## src/rtl/cpu_pkg.sv

```systemverilog
// rtl/cpu_pkg.sv - shared register-address types and constants for the core
package cpu_pkg;
   typedef logic [3:0] reg_addr_t;

   localparam reg_addr_t REG_SP = 4'd13;
   localparam reg_addr_t REG_LR = 4'd14;
   localparam reg_addr_t REG_PC = 4'd15;

   localparam int PC_READ_OFFSET = 4;
endpackage

```

## src/rtl/reg_scoreboard.sv

```systemverilog
// rtl/reg_scoreboard.sv - pending-destination scoreboard with same-cycle bypass-aware busy flags
module reg_scoreboard
   import cpu_pkg::*;
(
   input  logic        clk,
   input  logic        rst,
   input  logic        i_wr_en,
   input  reg_addr_t   i_wr_addr,
   input  logic        i_issue_en,
   input  reg_addr_t   i_issue_addr,
   input  logic        i_flush,
   input  reg_addr_t   i_rd_addr_a,
   input  reg_addr_t   i_rd_addr_b,
   output logic        o_busy_a,
   output logic        o_busy_b,
   output logic [15:0] o_pending
);

   logic [15:0] pending_q;
   logic [15:0] pending_d;

   // Clear before set so a newly issued producer survives its predecessor's write-back.
   always_comb begin
      pending_d = pending_q;
      if (i_flush) begin
         pending_d = '0;
      end else begin
         if (i_wr_en && i_wr_addr != REG_PC) pending_d[i_wr_addr] = 1'b0;
         if (i_issue_en && i_issue_addr != REG_PC) pending_d[i_issue_addr] = 1'b1;
      end
   end

   always_ff @(posedge clk) begin
      if (rst) pending_q <= '0;
      else     pending_q <= pending_d;
   end

   always_comb begin
      o_busy_a = (i_rd_addr_a != REG_PC) && pending_q[i_rd_addr_a]
                 && !(i_wr_en && i_wr_addr == i_rd_addr_a);
      o_busy_b = (i_rd_addr_b != REG_PC) && pending_q[i_rd_addr_b]
                 && !(i_wr_en && i_wr_addr == i_rd_addr_b);
   end

   assign o_pending = pending_q;

endmodule

```

## src/rtl/reg_file.sv

```systemverilog
// rtl/reg_file.sv - r0-r14 register file with write-through bypass, PC read and scoreboard
module reg_file
   import cpu_pkg::*;
#(
   parameter int                DATA_W   = 32,
   parameter logic [DATA_W-1:0] SP_RESET = 32'h0000_0400
) (
   input  logic              clk,
   input  logic              rst,
   input  logic              i_wr_en,
   input  logic [3:0]        i_wr_addr,
   input  logic [DATA_W-1:0] i_wr_data,
   input  logic [3:0]        i_rd_addr_a,
   input  logic [3:0]        i_rd_addr_b,
   output logic [DATA_W-1:0] o_rd_data_a,
   output logic [DATA_W-1:0] o_rd_data_b,
   input  logic [DATA_W-1:0] i_pc,
   input  logic              i_issue_en,
   input  logic [3:0]        i_issue_addr,
   input  logic              i_flush,
   output logic              o_busy_a,
   output logic              o_busy_b,
   output logic [15:0]       o_pending
);

   logic [DATA_W-1:0] regs_q [0:14];
   logic [DATA_W-1:0] regs_d [0:14];
   logic [DATA_W-1:0] pc_read;
   logic              wr_hit;

   assign wr_hit  = i_wr_en && (i_wr_addr != REG_PC);
   assign pc_read = i_pc + DATA_W'(PC_READ_OFFSET);

   always_comb begin
      for (int i = 0; i < 15; i++) regs_d[i] = regs_q[i];
      if (wr_hit) regs_d[i_wr_addr] = i_wr_data;
   end

   always_ff @(posedge clk) begin
      if (rst) begin
         for (int i = 0; i < 15; i++)
            regs_q[i] <= (i == int'(REG_SP)) ? SP_RESET : '0;
      end else begin
         for (int i = 0; i < 15; i++) regs_q[i] <= regs_d[i];
      end
   end

   // r15 reads as the Thumb-visible PC; otherwise an in-flight write wins over the array.
   always_comb begin
      if (i_rd_addr_a == REG_PC)                 o_rd_data_a = pc_read;
      else if (wr_hit && i_wr_addr == i_rd_addr_a) o_rd_data_a = i_wr_data;
      else                                       o_rd_data_a = regs_q[i_rd_addr_a];
   end

   always_comb begin
      if (i_rd_addr_b == REG_PC)                 o_rd_data_b = pc_read;
      else if (wr_hit && i_wr_addr == i_rd_addr_b) o_rd_data_b = i_wr_data;
      else                                       o_rd_data_b = regs_q[i_rd_addr_b];
   end

   reg_scoreboard u_scoreboard (
      .clk          (clk),
      .rst          (rst),
      .i_wr_en      (i_wr_en),
      .i_wr_addr    (i_wr_addr),
      .i_issue_en   (i_issue_en),
      .i_issue_addr (i_issue_addr),
      .i_flush      (i_flush),
      .i_rd_addr_a  (i_rd_addr_a),
      .i_rd_addr_b  (i_rd_addr_b),
      .o_busy_a     (o_busy_a),
      .o_busy_b     (o_busy_b),
      .o_pending    (o_pending)
   );

endmodule

```

## config.mk

```make
export PLATFORM = sky130hd
export DESIGN_NAME = reg_file
export DESIGN_NICKNAME = d
export VERILOG_FILES = /design/src/rtl/cpu_pkg.sv /design/src/rtl/reg_scoreboard.sv /design/src/rtl/reg_file.sv
export SDC_FILE = /design/constraint.sdc
export NUM_CORES = 2
export LEC_CHECK = 0
export ABC_CLOCK_PERIOD_IN_PS = 10500
export CORE_ASPECT_RATIO = 1.2
export CORE_MARGIN = 2
export CORE_UTILIZATION = 60
export CTS_BUF_LIST = sky130_fd_sc_hd__clkbuf_16
export DETAILED_ROUTE_END_ITERATION = 10
export DONT_BUFFER_PORTS = 1
export PLACE_DENSITY = 0.76
export SLEW_MARGIN = 20
export SYNTH_ARGS = -nofsm -noshare
export SYNTH_HDL_FRONTEND = slang
export SYNTH_SLANG_ARGS = --single-unit
export TNS_END_PERCENT = 50
```

## constraint.sdc

```tcl
create_clock -name clk -period 10.5 [get_ports clk]
set_input_delay 3.15 -clock clk [delete_from_list [all_inputs] [get_ports clk]]
set_output_delay 3.15 -clock clk [all_outputs]
set_load 0.05 [all_outputs]
```

==> results.tsv <==
metric	value	unit
fin_crit	9.22	ns
grt_pass1_vias	24952	
hpwl	59600	um
worst-path-buf-inv	0	
worstSetupStartpointType	input pin	
cts_setup_buffers	0	
cts_buffers	52	
nNetsFinal	3155	
crit_path_max_fanout	7	
min_path_type	register to register	
area_delta_synth_final	4.98	%
drt-initial-drc-count	4107	
crit_slowest_cell	nor4_2	
critical_path.most_common_cell	nand4_1	
core-area	45600	um^2
cts_sinks	496	
syn_area	27600	um^2
maxSlewViolCount	0	
combPwrFrac	0.094	
wire_per_inst	28.1	um
start_util	0.605	
gp_congestion	0.940	
clockBufferDepth	3	
crit_chain	nand4_1 > nor4_2 > nand4_1 > xor2_1 > a211oi_2	
fin_area	29000	um^2
p_per_area	148	nW/um^2
placed_cell_area	27200	um^2
finalSetupTns	0	ns
drc	0	
switchingPower	1.08	mW
ant_nets	0	
wirelength	105000	um
synth_seq_cells	496	
worstMarginPinSlew	1.26	ns
synth_nets	3391	
slew-limit-headroom	0.155	
swShare	0.253	
postSynthAreaPerCell	8.35	um^2
status	finished clean	
antenna_found_initial	3	
row_count	86	
ir_drop	0.117	mV
required	7.35	ns
io_buffer_count	0	
internal-power	3.19	mW
synthesis.instances	3305	
die_y	239	um
grt_start_max_net_pins	482	
ys_seq_area_frac	0.360	
drv_cap	0	
fin_crit_sh	0.878	
synth-async-reset-ratio	0	
cts_resized	0	
clock_skew	0	ns
leakage	9.56	nW
synth.distinct_cells	63	
finalHoldViolCount	0	
vias	26177	
pwr-share-clk	0.456	
cpPeakStageDelay	0.97	ns
seqPwrFrac	0.450	
rsz0062_at_grt	no	
grt_usage	0.432	
synth_flop_cell	dfxtp_1	
die_w	200	um
grt_overflow	0	
finalSetupViolCount	0	
pin_count	167	
clock_latency	0.62	ns
cts_hold_buffers	0	
post-route-util	0.635	
yosysWarningCount	0	
critPathTopFamily	simple AND/OR/NAND/NOR gates	
tritoncts	built	
die_area	47700	um^2
vias_per_cell	7.03	
clk_root_buffer_cell	clkbuf_16	
drtPass1Iterations	9	
htree_num_levels	2	
synth_edf_count	0	
path_class	input pin to output pin	
clk_pin_slew	0.06	ns
hold_slack	0.462	ns
worstSetupEndpointType	output pin	
fmax	108	MHz
cp.arrival	6.07	ns
final_layout_size_suffix_gt1_frac	0.135	
grt_pass1_wl	153000	um
metal layers:
layer	GRT usage	routed length (um)	vias up
met3	0.146	14500	658
met5	0	17	-
li1	-	-	11060
met2	0.650	45700	2089
met4	0.341	9880	2
met1	0.503	34700	12368
power by group through the flow:
stage	combinational [mW]	sequential (mW)	clock, mW
global route	0.405	1.93	2.02
global placement	0.378	1.96	0
floorplan	0.414	1.96	0
detailed placement	0.384	1.97	0
CTS	0.385	1.92	1.94
finish	0.400	1.93	1.95
layout by cell type, fill, tap and decap left out, drive strengths merged, types with 53 or more instances in the layout:
cell,instances
dfxtp,496
nor2,92
o21ai,57
a21oi,512
a221oi,56
mux2,83
nand2,1065
mux2i,146
clkbuf,53
mux4,157
cell type report:
class	count	area, um^2
Inverter	7	31.3
Clock inverter	39	429
Multi-Input combinational cell	2463	16100
Sequential cell	496	9930
Antenna cell	2	5.00
Fill cell	3812	16600
Timing Repair Buffer	49	412
Clock buffer	53	1330
Tap cell	616	771
path summary, 6_finish.rpt:
check / from / end / slack, ns / cells past startpoint
worst max-delay path: i_pc[9] / o_rd_data_a[31] / 1.28 / 5
worst min-delay path: regs_q[12][23] / regs_q[12][23] / 0.46 / 2
worst max register to register: u_scoreboard.o_pending[13] / u_scoreboard.o_pending[13] / 9.39 / 2
worst min register to register: regs_q[12][23] / regs_q[12][23] / 0.46 / 2
synthesized netlist by cell type (all sizes together), types with 4 or more instances:
cell type | n | share of area
nand2 | 1065 | 0.14
a21oi | 512 | 0.093
dfxtp | 496 | 0.36
clkbuf | 220 | 0.030
mux4 | 157 | 0.13
mux2i | 146 | 0.053
buf | 119 | 0.036
nor2 | 92 | 0.013
mux2 | 83 | 0.034
o21ai | 57 | 0.011
a221oi | 56 | 0.020
nor3 | 38 | 0.0074
a211oi | 30 | 0.0089
o22ai | 30 | 0.0068
xor2 | 20 | 0.0063
nand3 | 17 | 0.0031
nand4 | 17 | 0.0043
nor2b | 17 | 0.0039
a22oi | 15 | 0.0041
o211ai | 15 | 0.0041
xnor2 | 15 | 0.0048
a211o | 9 | 0.0029
and4 | 8 | 0.0025
inv | 7 | 0.0011
o32ai | 7 | 0.0022
or2 | 7 | 0.0016
and3 | 6 | 0.0014
nand2b | 6 | 0.0014
a21o | 4 | 0.0011
a221o | 4 | 0.0015
per-stage QoR:
step	power (mW)	setup slack, ns	std cells
after floorplan	2.37	1.91	3305
after global placement	2.34	1.48	3628
after detailed placement	2.35	1.41	3630
after CTS	4.25	1.42	3722
after global routing	4.35	1.28	3724
final	4.27	1.28	3725
registers in the layout, summed over array words and instances, names as in the netlist:
signal and count:
regs_q 480, u_scoreboard.o_pending 16
kinds of logic after synthesis:
kind of cell / after synthesis / synth area share
AND/OR/NAND/NOR: 1285 / 0.186
XOR/XNOR: 35 / 0.0111
adder cells (fa/ha/maj): 1 / 0.000453
AO/OA/AOI/OAI: 756 / 0.161
buffers and inverters: 346 / 0.0671
flip-flops: 496 / 0.360
multiplexers: 386 / 0.215
worst register-to-register path: cells and delay by family, from the launching register on:
| family | cells | cell delay, ns |
|---|---|---|
| compound gates | 1 | 0.19 |
| flops | 1 | 0.72 |
| simple gates | 1 | 0.13 |
No activity file was read; power rests on OpenSTA's default activity.
